`src/rtl/reset_ce_pkg.sv`:
```
// Shared definitions for the reset / clock-enable generator.
// Holds the FSM state encoding and the default divisor constants so the
// top level and the bench agree on one set of rates.
package reset_ce_pkg;

  // Reset sequencer states: waiting for lock, timing the hold, released.
  typedef enum logic [1:0] {
    HOLD  = 2'd0,
    COUNT = 2'd1,
    RUN   = 2'd2
  } state_t;

  localparam int DEF_RST_CYCLES = 4096;
  localparam int DEF_PIX_DIV    = 4;
  localparam int DEF_CPU_NORMAL = 12;
  localparam int DEF_CPU_TURBO  = 8;

  function automatic int maxOf(input int a, input int b);
    return (a > b) ? a : b;
  endfunction

endpackage

```
`src/rtl/reset_ce_sync2.sv`:
```
// Two-flop synchronizer with asynchronous active-high clear.
// Ports:
//   clock  in  sampling clock
//   reset  in  async clear, output forced to 0
//   d_i    in  asynchronous level
//   q_o    out level synchronized to clock
module reset_ce_sync2 (
  input  logic clock,
  input  logic reset,
  input  logic d_i,
  output logic q_o
);

  logic meta_q;
  logic sync_q;

  // First flop may go metastable; the second gives it a full clock to settle.
  always_ff @(posedge clock or posedge reset) begin
    if (reset) begin
      meta_q <= 1'b0;
      sync_q <= 1'b0;
    end else begin
      meta_q <= d_i;
      sync_q <= meta_q;
    end
  end

  assign q_o = sync_q;

endmodule

```
`src/rtl/reset_ce.sv`:
```
// System reset and clock-enable generator fed by the 48 MHz DCM output.
// Holds the core in reset until lock has been stable for RST_CYCLES clocks,
// and derives the pixel enable and the two-phase CPU enable from the single
// 48 MHz clock, with a turbo option for the CPU rate.
// Ports:
//   clock     in  48 MHz clock
//   reset     in  async active-high, forces all registers to reset values
//   locked    in  DCM lock flag, asynchronous
//   turbo     in  CPU speed select, asynchronous
//   sys_reset out core reset, active high, synchronous deassert
//   ce_pix    out one-clock pulse every PIX_DIV clocks
//   ce_cpu_p  out one-clock pulse, CPU rising phase
//   ce_cpu_n  out one-clock pulse, CPU falling phase
module reset_ce
  import reset_ce_pkg::*;
#(
  parameter int RST_CYCLES = DEF_RST_CYCLES,
  parameter int PIX_DIV    = DEF_PIX_DIV,
  parameter int CPU_NORMAL = DEF_CPU_NORMAL,
  parameter int CPU_TURBO  = DEF_CPU_TURBO
) (
  input  logic clock,
  input  logic reset,
  input  logic locked,
  input  logic turbo,
  output logic sys_reset,
  output logic ce_pix,
  output logic ce_cpu_p,
  output logic ce_cpu_n
);

  localparam int RW = $clog2(RST_CYCLES);
  localparam int PW = $clog2(PIX_DIV);
  localparam int CW = $clog2(maxOf(CPU_NORMAL, CPU_TURBO));

  localparam logic [RW-1:0] RST_LAST    = RW'(RST_CYCLES - 1);
  localparam logic [PW-1:0] PIX_LAST    = PW'(PIX_DIV - 1);
  localparam logic [CW-1:0] NORM_LAST   = CW'(CPU_NORMAL - 1);
  localparam logic [CW-1:0] NORM_HALF   = CW'(CPU_NORMAL / 2 - 1);
  localparam logic [CW-1:0] TURBO_LAST  = CW'(CPU_TURBO - 1);
  localparam logic [CW-1:0] TURBO_HALF  = CW'(CPU_TURBO / 2 - 1);

  logic locked_s;
  logic turbo_s;

  state_t        state_q, state_d;
  logic [RW-1:0] rcnt_q, rcnt_d;
  logic          sys_reset_q, sys_reset_d;

  logic [PW-1:0] pcnt_q, pcnt_d;
  logic [CW-1:0] ccnt_q, ccnt_d;
  logic          div_sel_q, div_sel_d;
  logic          ce_pix_q, ce_pix_d;
  logic          ce_cpu_p_q, ce_cpu_p_d;
  logic          ce_cpu_n_q, ce_cpu_n_d;

  logic [CW-1:0] cur_last;
  logic [CW-1:0] next_last;
  logic [CW-1:0] next_half;

  reset_ce_sync2 u_sync_locked (
    .clock (clock),
    .reset (reset),
    .d_i   (locked),
    .q_o   (locked_s)
  );

  reset_ce_sync2 u_sync_turbo (
    .clock (clock),
    .reset (reset),
    .d_i   (turbo),
    .q_o   (turbo_s)
  );

  // Reset sequencer: any loss of lock drops back to HOLD so that every lock
  // glitch restarts the full hold count from zero.
  always_comb begin
    state_d = state_q;
    rcnt_d  = '0;
    case (state_q)
      HOLD: begin
        if (locked_s) state_d = COUNT;
      end
      COUNT: begin
        if (!locked_s) begin
          state_d = HOLD;
        end else if (rcnt_q == RST_LAST) begin
          state_d = RUN;
        end else begin
          rcnt_d = rcnt_q + 1'b1;
        end
      end
      RUN: begin
        if (!locked_s) state_d = HOLD;
      end
      default: state_d = HOLD;
    endcase
    // Registered from the next state so the output changes on the same edge as the state.
    sys_reset_d = (state_d != RUN);
  end

  // Dividers run whenever lock is present, independent of sys_reset. The CPU
  // divisor is only reloaded at the wrap, so a speed change never produces a
  // truncated or stretched period. Enables are registered from the next
  // counter values so each pulse lines up with its counter state.
  always_comb begin
    cur_last  = div_sel_q ? TURBO_LAST : NORM_LAST;
    pcnt_d    = '0;
    ccnt_d    = '0;
    div_sel_d = div_sel_q;
    if (locked_s) begin
      pcnt_d = (pcnt_q == PIX_LAST) ? '0 : pcnt_q + 1'b1;
      if (ccnt_q == cur_last) begin
        ccnt_d    = '0;
        div_sel_d = turbo_s;
      end else begin
        ccnt_d = ccnt_q + 1'b1;
      end
    end
    next_last  = div_sel_d ? TURBO_LAST : NORM_LAST;
    next_half  = div_sel_d ? TURBO_HALF : NORM_HALF;
    ce_pix_d   = locked_s && (pcnt_d == PIX_LAST);
    ce_cpu_p_d = locked_s && (ccnt_d == next_half);
    ce_cpu_n_d = locked_s && (ccnt_d == next_last);
  end

  // All state and outputs share one register bank with async clear.
  always_ff @(posedge clock or posedge reset) begin
    if (reset) begin
      state_q     <= HOLD;
      rcnt_q      <= '0;
      sys_reset_q <= 1'b1;
      pcnt_q      <= '0;
      ccnt_q      <= '0;
      div_sel_q   <= 1'b0;
      ce_pix_q    <= 1'b0;
      ce_cpu_p_q  <= 1'b0;
      ce_cpu_n_q  <= 1'b0;
    end else begin
      state_q     <= state_d;
      rcnt_q      <= rcnt_d;
      sys_reset_q <= sys_reset_d;
      pcnt_q      <= pcnt_d;
      ccnt_q      <= ccnt_d;
      div_sel_q   <= div_sel_d;
      ce_pix_q    <= ce_pix_d;
      ce_cpu_p_q  <= ce_cpu_p_d;
      ce_cpu_n_q  <= ce_cpu_n_d;
    end
  end

  assign sys_reset = sys_reset_q;
  assign ce_pix    = ce_pix_q;
  assign ce_cpu_p  = ce_cpu_p_q;
  assign ce_cpu_n  = ce_cpu_n_q;

endmodule

```
`config.mk`:
```
export PLATFORM = sky130hd
export DESIGN_NAME = reset_ce
export DESIGN_NICKNAME = d
export VERILOG_FILES = /design/src/rtl/reset_ce_pkg.sv /design/src/rtl/reset_ce_sync2.sv /design/src/rtl/reset_ce.sv
export SDC_FILE = /design/constraint.sdc
export NUM_CORES = 1
export LEC_CHECK = 0
export BUFFER_PORTS_ARGS = -buffer_cell sky130_fd_sc_hd__clkbuf_2
export CORE_ASPECT_RATIO = 1.4
export CORE_MARGIN = 2
export CORE_UTILIZATION = 60
export CTS_CLUSTER_DIAMETER = 30
export DETAILED_ROUTE_END_ITERATION = 16
export PLACE_DENSITY_LB_ADDON = 0.05
export SETUP_SLACK_MARGIN = 0.1
export SLEW_MARGIN = 20
export SYNTH_ARGS = -nofsm -noshare
export SYNTH_HDL_FRONTEND = slang
export SYNTH_SLANG_ARGS = --single-unit
```
`constraint.sdc`:
```
create_clock -name clock -period 5.72 [get_ports clock]
set_input_delay 0.286 -clock clock [delete_from_list [all_inputs] [get_ports clock]]
set_output_delay 0.286 -clock clock [all_outputs]
set_load 0.05 [all_outputs]
```
==> impl_metrics.xml, run 1 <==
<?xml version="1.0" encoding="UTF-8"?>
<metrics>
  <group name="status">
    <metric name="outcome" unit="">finished, violations left</metric>
    <metric name="violations" unit="">negative hold slack</metric>
  </group>
  <group name="placement">
    <metric name="post_dp_hpwl" unit="µm">1420</metric>
    <metric name="gp_congestion" unit="">0.853</metric>
    <metric name="i_o_buffers" unit="">7</metric>
    <metric name="pre_cts_ws" unit="ns">3.59</metric>
  </group>
  <group name="sta">
    <metric name="finalHoldViolations" unit="">13</metric>
    <metric name="setup_viol_count_final" unit="">0</metric>
    <metric name="worst_pin_slew" unit="ns">0.576</metric>
    <metric name="slew-limit-headroom" unit="%">61.2</metric>
    <metric name="maxClockFrequency" unit="MHz">469</metric>
    <metric name="post-route-period-util" unit="%">37.3</metric>
    <metric name="min_period" unit="ns">2.13</metric>
    <metric name="timing.clock.skew" unit="ns">0.00985</metric>
    <metric name="worst_hold_slack_after_final_layout" unit="ns">-0.00857</metric>
    <metric name="worst_slack" unit="ns">3.59</metric>
    <metric name="rsz0062_at_grt" unit="">no</metric>
    <metric name="finalMaxSlewViolations" unit="">0</metric>
    <metric name="setup_total_negative_slack" unit="ns">0</metric>
  </group>
  <group name="logic_synthesis">
    <metric name="synth_nets" unit="">123</metric>
    <metric name="yosys_warnings" unit="">0</metric>
    <metric name="synth_enable_flop_cells" unit="">0</metric>
    <metric name="synth-main-ff-cell" unit="">sky130_fd_sc_hd__dfrtp_1</metric>
    <metric name="synth-seq-area-share" unit="%">57.6</metric>
    <metric name="synth_top_cell_area_share" unit="%">55.6</metric>
    <metric name="synthCells" unit="">116</metric>
    <metric name="synth_area_leader_cell" unit="">sky130_fd_sc_hd__dfrtp_1</metric>
    <metric name="postSynthRegisterBits" unit="">29</metric>
    <metric name="synth_top_cells_by_area" unit="">sky130_fd_sc_hd__dfrtp_1 56%, sky130_fd_sc_hd__nor2_1 4.5%, sky130_fd_sc_hd__xor2_1 4.2%, sky130_fd_sc_hd__nand3_1 3.2%, sky130_fd_sc_hd__ha_1 3.0%</metric>
    <metric name="yosysUniqueCellTypes" unit="">33</metric>
    <metric name="asyncSetResetFlopFracSynth" unit="%">100</metric>
    <metric name="netlist_area" unit="mm²">0.00126</metric>
    <metric name="synthesis.area_per_instance" unit="µm²">10.9</metric>
  </group>
  <group name="floorplan">
    <metric name="die_height" unit="µm">58.2</metric>
    <metric name="floorplan.die.width" unit="µm">42.8</metric>
    <metric name="boundaryPins" unit="">8</metric>
    <metric name="die-area" unit="mm²">0.00249</metric>
    <metric name="core" unit="mm²">0.00197</metric>
    <metric name="starting_density_of_the_core" unit="%">63.9</metric>
    <metric name="rows" unit="">19</metric>
  </group>
  <group name="cts">
    <metric name="holdBufCountCts" unit="">0</metric>
    <metric name="clk-insertion-delay-late" unit="ns">0.32</metric>
    <metric name="post_cts_resized" unit="">0</metric>
    <metric name="cts_inserted_buffers" unit="">5</metric>
    <metric name="clkTransAtPathRegs" unit="ns">0.09</metric>
    <metric name="cts_root_buffer" unit="">sky130_fd_sc_hd__clkbuf_4</metric>
    <metric name="cts.htree.levels" unit="">2</metric>
    <metric name="clkSinkCount" unit="">29</metric>
    <metric name="cts_tree" unit="">done</metric>
    <metric name="postCtsSetupBuffers" unit="">0</metric>
    <metric name="cts.path.max_buffers" unit="">2</metric>
  </group>
  <group name="detailed_routing">
    <metric name="detail-route-antenna-nets" unit="">0</metric>
    <metric name="initialDrtViolationCount" unit="">6</metric>
    <metric name="drc_errors" unit="">0</metric>
    <metric name="post_drt_wl_per_cell" unit="µm">12.9</metric>
    <metric name="vias_per_cell" unit="">5.61</metric>
    <metric name="via_count" unit="">841</metric>
    <metric name="total_wirelength_of_the_detailed_routed_design" unit="µm">1930</metric>
    <metric name="drtPass1Iterations" unit="">4</metric>
  </group>
  <group name="worst_setup_path">
    <metric name="worst_ep_required_time" unit="ns">5.93</metric>
    <metric name="reg2reg_setup_slack" unit="ns">3.59</metric>
    <metric name="worstRegToRegCells" unit="">7</metric>
    <metric name="worstPathMaxFanout" unit="">7</metric>
    <metric name="arrival" unit="ns">2.34</metric>
    <metric name="critical_path.endpoint_type" unit="">flop</metric>
    <metric name="ws_path_type" unit="">flop to flop</metric>
    <metric name="start_kind" unit="">flop</metric>
    <metric name="worst_r2r_endpoint" unit="">ce_cpu_p$_DFF_PP0_</metric>
    <metric name="worstSetupEndpoint" unit="">ce_cpu_p$_DFF_PP0_</metric>
    <metric name="r2r_start" unit="">ccnt_q[0]$_DFF_PP0_</metric>
    <metric name="worst_setup_path_startpoint" unit="">ccnt_q[0]$_DFF_PP0_</metric>
  </group>
  <group name="global_route">
    <metric name="overflow" unit="">0</metric>
    <metric name="number_of_antenna_violations_at_the_first_check_in_global_routing" unit="">0</metric>
    <metric name="grt_max_degree" unit="">30</metric>
    <metric name="grt_pass1_wl" unit="µm">3470</metric>
    <metric name="track_usage" unit="%">19.6</metric>
    <metric name="vias_in_the_first_global_route" unit="">833</metric>
  </group>
  <group name="power">
    <metric name="total_power" unit="mW">0.367</metric>
    <metric name="power_leakage" unit="nW">0.622</metric>
    <metric name="p_per_area" unit="mW/mm²">267</metric>
    <metric name="ir_worst_vdd" unit="µV">180</metric>
  </group>
  <group name="finish">
    <metric name="final_cell_mix" unit="">28 x sky130_fd_sc_hd__dfrtp_1, 15 x sky130_fd_sc_hd__nor2_1, 8 x sky130_fd_sc_hd__nand3_1</metric>
    <metric name="num_antenna_cells" unit="">0</metric>
    <metric name="finish.utilization" unit="%">69.6</metric>
    <metric name="area.growth.synth_to_final" unit="%">8.93</metric>
    <metric name="design.final.nets" unit="">135</metric>
    <metric name="post_route_cells_drive_above_1_share" unit="%">16.3</metric>
    <metric name="final_common_cell" unit="">sky130_fd_sc_hd__dfrtp_1</metric>
  </group>
  <group name="hold_path">
    <metric name="holdCritPathClass" unit="">input pin to asynchronous set/reset pin</metric>
  </group>
  <group name="run">
    <metric name="cap_violations" unit="">0</metric>
  </group>
</metrics>
==> cells by family after synthesis <==
family	count (synthesis)	share of synthesized area [%]
simple gates	55	24.0
flops	29	57.6
compound gates	11	6.05
xor+xnor	10	6.94
buf+inv	8	2.38
fa+ha+maj	3	2.98
==> stage by stage <==
stage,instances,area (µm²)
2_1_floorplan,116,1260
3_5_place_dp,142,1320
5_1_grt,150,1370
3_3_place_gp,142,1320
6_report,150,1370
4_1_cts,150,1370
==> worst max-delay path, cell delays in order, from the launching register on <==
cell	delay [ns]
sky130_fd_sc_hd__dfrtp_1	0.41
sky130_fd_sc_hd__ha_1	0.27
sky130_fd_sc_hd__nor2b_1	0.17
sky130_fd_sc_hd__a31o_1	0.23
sky130_fd_sc_hd__a22oi_2	0.23
sky130_fd_sc_hd__inv_2	0.06
sky130_fd_sc_hd__or3_1	0.30
sky130_fd_sc_hd__a2111oi_1	0.36
==> power by group <==
part           switching, mW  leakage, nW  internal, mW
Clock                 0.0647       0.0326        0.0606
Sequential           0.00486        0.378         0.212
Combinational         0.0167        0.211       0.00837
==> final cells by class <==
type / count / area, µm²
Clock buffer: 8 / 58.8
Fill cell: 151 / 599
Inverter: 6 / 22.5
Multi-Input combinational cell: 79 / 504
Sequential cell: 29 / 727
Tap cell: 21 / 26.3
Timing Repair Buffer: 7 / 35.0
==> state kept, by name, summed over array words and instances, names as in the netlist, 2 cells and up <==
register / flops
ccnt_q: 4
pcnt_q: 2
state_q: 2
rcnt_q: 12
==> cells in the mapped netlist (2+ instances only) <==
cell and instances:
sky130_fd_sc_hd__a21oi_1 4, sky130_fd_sc_hd__nand2b_1 4, sky130_fd_sc_hd__dfrtp_1 28, sky130_fd_sc_hd__xor2_1 6, sky130_fd_sc_hd__and4_1 3, sky130_fd_sc_hd__and2_1 4
sky130_fd_sc_hd__nor2_1 15, sky130_fd_sc_hd__xnor2_1 4, sky130_fd_sc_hd__o21ai_0 2, sky130_fd_sc_hd__a211oi_1 2, sky130_fd_sc_hd__or2b_1 2, sky130_fd_sc_hd__ha_1 3
sky130_fd_sc_hd__nand2_1 6, sky130_fd_sc_hd__inv_1 5, sky130_fd_sc_hd__nand3_1 8, sky130_fd_sc_hd__nor2b_1 2, sky130_fd_sc_hd__clkbuf_1 2
==> worst min path at each step <==
stage | slack (ns) | from | cells after the start | endpoint
2_1_floorplan | 0.32 | locked | 0 | u_sync_locked.meta_q$_DFF_PP0_
3_3_place_gp | 0.33 | u_sync_turbo.meta_q$_DFF_PP0_ | 0 | u_sync_turbo.q_o$_DFF_PP0_
3_5_place_dp | 0.34 | u_sync_turbo.meta_q$_DFF_PP0_ | 0 | u_sync_turbo.q_o$_DFF_PP0_
4_1_cts | 0.06 | turbo | 1 | u_sync_turbo.meta_q$_DFF_PP0_
5_1_grt | 0.04 | reset | 2 | u_sync_turbo.q_o$_DFF_PP0_
6_report | -0.009 | reset | 2 | u_sync_turbo.q_o$_DFF_PP0_
==> per-layer routing <==
layer	global-route usage (%)	part of all wire (%)	vias up
met5	0	0	-
met4	12.5	3.5	0
met3	5.92	3.3	9
met2	32.7	52	16
met1	21.2	41	403
li1	-	-	413
(Power assumes the default switching activity.)
==> run 2: changes to the inputs <==
--- a/config.mk
+++ b/config.mk
@@ -8,7 +8,7 @@
 export BUFFER_PORTS_ARGS = -buffer_cell sky130_fd_sc_hd__clkbuf_2
 export CORE_ASPECT_RATIO = 1.4
 export CORE_MARGIN = 2
-export CORE_UTILIZATION = 60
+export CORE_UTILIZATION = 57
 export CTS_CLUSTER_DIAMETER = 30
 export DETAILED_ROUTE_END_ITERATION = 16
 export PLACE_DENSITY_LB_ADDON = 0.05
==> constraint.sdc (replaced) <==
create_clock -name clock -period 2.2 [get_ports clock]
set_input_delay 0.11 -clock clock [delete_from_list [all_inputs] [get_ports clock]]
set_output_delay 0.11 -clock clock [all_outputs]
set_load 0.05 [all_outputs]
==> impl_metrics.xml, run 2 (same netlist as run 1, synthesis figures left out) <==
<?xml version="1.0" encoding="UTF-8"?>
<metrics>
  <group name="sta">
    <metric name="post-route-period-util" unit="%">91.6</metric>
    <metric name="worst_pin_slew" unit="ns">0.402</metric>
    <metric name="min_period" unit="ns">2.02</metric>
    <metric name="setup_viol_count_final" unit="">0</metric>
    <metric name="finalHoldViolations" unit="">0</metric>
    <metric name="worst_hold_slack_after_final_layout" unit="ns">0.346</metric>
    <metric name="rsz0062_at_grt" unit="">no</metric>
    <metric name="finalMaxSlewViolations" unit="">0</metric>
    <metric name="slew-limit-headroom" unit="%">72.9</metric>
    <metric name="setup_total_negative_slack" unit="ns">0</metric>
    <metric name="maxClockFrequency" unit="MHz">496</metric>
    <metric name="timing.clock.skew" unit="ns">0.00845</metric>
  </group>
  <group name="detailed_routing">
    <metric name="drc_errors" unit="">0</metric>
    <metric name="initialDrtViolationCount" unit="">8</metric>
    <metric name="post_drt_wl_per_cell" unit="µm">14.1</metric>
    <metric name="drtPass1Iterations" unit="">4</metric>
    <metric name="vias_per_cell" unit="">5.52</metric>
    <metric name="total_wirelength_of_the_detailed_routed_design" unit="µm">2250</metric>
    <metric name="detail-route-antenna-nets" unit="">0</metric>
    <metric name="via_count" unit="">878</metric>
  </group>
  <group name="worst_setup_path">
    <metric name="worst_ep_required_time" unit="ns">2.42</metric>
    <metric name="worstPathMaxFanout" unit="">7</metric>
    <metric name="arrival" unit="ns">2.24</metric>
    <metric name="r2r_start" unit="">ccnt_q[0]$_DFF_PP0_</metric>
    <metric name="start_kind" unit="">flop</metric>
    <metric name="worst_setup_path_startpoint" unit="">ccnt_q[0]$_DFF_PP0_</metric>
    <metric name="worstRegToRegCells" unit="">7</metric>
    <metric name="critical_path.endpoint_type" unit="">flop</metric>
    <metric name="ws_path_type" unit="">flop to flop</metric>
  </group>
  <group name="placement">
    <metric name="i_o_buffers" unit="">7</metric>
    <metric name="gp_congestion" unit="">0.901</metric>
    <metric name="placement.cell_area" unit="mm²">0.00132</metric>
    <metric name="post_dp_hpwl" unit="µm">1480</metric>
  </group>
  <group name="finish">
    <metric name="num_antenna_cells" unit="">0</metric>
    <metric name="ff_latch_area" unit="µm²">727</metric>
    <metric name="final_common_cell" unit="">sky130_fd_sc_hd__dfrtp_1</metric>
    <metric name="design_area" unit="mm²">0.00147</metric>
    <metric name="biggest_registers_after_layout" unit="">rcnt_q x12, ccnt_q x4</metric>
    <metric name="top_register" unit="">rcnt_q</metric>
    <metric name="design.final.nets" unit="">143</metric>
    <metric name="post_route_cells_drive_above_1_share" unit="%">21.2</metric>
    <metric name="area.growth.synth_to_final" unit="%">16.7</metric>
    <metric name="final_cell_mix" unit="">28 x sky130_fd_sc_hd__dfrtp_1, 15 x sky130_fd_sc_hd__nor2_1, 8 x sky130_fd_sc_hd__nand3_1</metric>
    <metric name="largest_reg_flops" unit="">12</metric>
    <metric name="final.fill_count" unit="">169</metric>
    <metric name="multi_input_logic_area" unit="µm²">522</metric>
  </group>
  <group name="cts">
    <metric name="cts.htree.levels" unit="">2</metric>
    <metric name="cts_tree" unit="">done</metric>
    <metric name="clkTransAtPathRegs" unit="ns">0.09</metric>
    <metric name="clkSinkCount" unit="">29</metric>
    <metric name="cts_inserted_buffers" unit="">5</metric>
    <metric name="clk-insertion-delay-late" unit="ns">0.33</metric>
    <metric name="cts.path.max_buffers" unit="">2</metric>
    <metric name="cts_root_buffer" unit="">sky130_fd_sc_hd__clkbuf_4</metric>
  </group>
  <group name="floorplan">
    <metric name="rows" unit="">20</metric>
    <metric name="boundaryPins" unit="">8</metric>
    <metric name="floorplan.die.width" unit="µm">43.8</metric>
    <metric name="die-area" unit="mm²">0.00261</metric>
    <metric name="core" unit="mm²">0.00213</metric>
    <metric name="die_height" unit="µm">59.7</metric>
    <metric name="starting_density_of_the_core" unit="%">59.3</metric>
  </group>
  <group name="hold_path">
    <metric name="timing.hold.worst.start" unit="">u_sync_turbo.meta_q$_DFF_PP0_</metric>
    <metric name="holdCritPathClass" unit="">flop to flop</metric>
    <metric name="worstHoldPathCells" unit="">0</metric>
  </group>
  <group name="run">
    <metric name="cap_violations" unit="">0</metric>
  </group>
  <group name="global_route">
    <metric name="number_of_antenna_violations_at_the_first_check_in_global_routing" unit="">0</metric>
    <metric name="grt_max_degree" unit="">30</metric>
    <metric name="overflow" unit="">0</metric>
    <metric name="vias_in_the_first_global_route" unit="">847</metric>
    <metric name="track_usage" unit="%">19.4</metric>
    <metric name="grt_pass1_wl" unit="µm">3560</metric>
  </group>
  <group name="status">
    <metric name="outcome" unit="">completed</metric>
  </group>
  <group name="power">
    <metric name="power_leakage" unit="nW">0.668</metric>
    <metric name="ir_worst_vdd" unit="µV">476</metric>
    <metric name="p_per_area" unit="mW/mm²">690</metric>
  </group>
</metrics>
[run 2: final timing paths]
check	endpoint	slack, ns
min reg2reg	u_sync_turbo.q_o$_DFF_PP0_	0.35
min	u_sync_turbo.q_o$_DFF_PP0_	0.35
min in group asynchronous	ce_cpu_n$_DFF_PP0_	0.36
max	ce_cpu_p$_DFF_PP0_	0.18
max in group asynchronous	sys_reset$_DFF_PP1_	1.53
max reg2reg	ce_cpu_p$_DFF_PP0_	0.18
[run 2: metrics by stage]
step	power (mW)	utilization [%]	setup WS [ns]	instances
floorplan	0.623	-	0.177	116
global placement	0.641	62.2	0.127	144
detailed placement	0.645	62.2	0.0222	144
CTS	1.02	67.3	0.105	155
global route	1.06	69.2	0.0692	159
finish	1.02	69.2	0.184	159
[run 2: layout make-up]
cell class | count | share of cell area, %
flip-flops and latches | 29 | 49.4
repair buffers | 15 | 6.97
inverters | 6 | 1.53
clock buffers | 7 | 4.42
well taps | 22 | 1.87
clock inverters | 1 | 0.340
multi-input cells | 79 | 35.5
[run 2: timing repair]
action / CTS / global route
setup buffers: 0 / 4
setup endpoints to repair: 1 / 1
resized for setup: 2 / 1
pin swaps: 1 / 2
hold buffers: 3 / 0
endpoints found under the hold margin: 30 / 0
[run 2: per-layer routing]
metal / global-route usage (%) / up-vias / routed length, µm
met5: 0 / - / 0
met4: 9.96 / 0 / 74
met3: 7.55 / 10 / 81
met2: 33.4 / 14 / 1210
met1: 20.1 / 420 / 884
li1: - / 434 / -
[run 2: critical path, stage by stage, from the launching register on]
cell,delay [ns]
sky130_fd_sc_hd__dfrtp_1,0.44
sky130_fd_sc_hd__ha_4,0.20
sky130_fd_sc_hd__nor2b_1,0.14
sky130_fd_sc_hd__a31o_1,0.23
sky130_fd_sc_hd__a22oi_2,0.22
sky130_fd_sc_hd__inv_2,0.06
sky130_fd_sc_hd__or3_1,0.32
sky130_fd_sc_hd__a2111oi_2,0.30
[run 2: report_power, final]
group          switching [mW]  internal [mW]  total, mW
Combinational          0.0480         0.0330     0.0810
Sequential             0.0158          0.551      0.567
Clock                   0.183          0.185      0.368
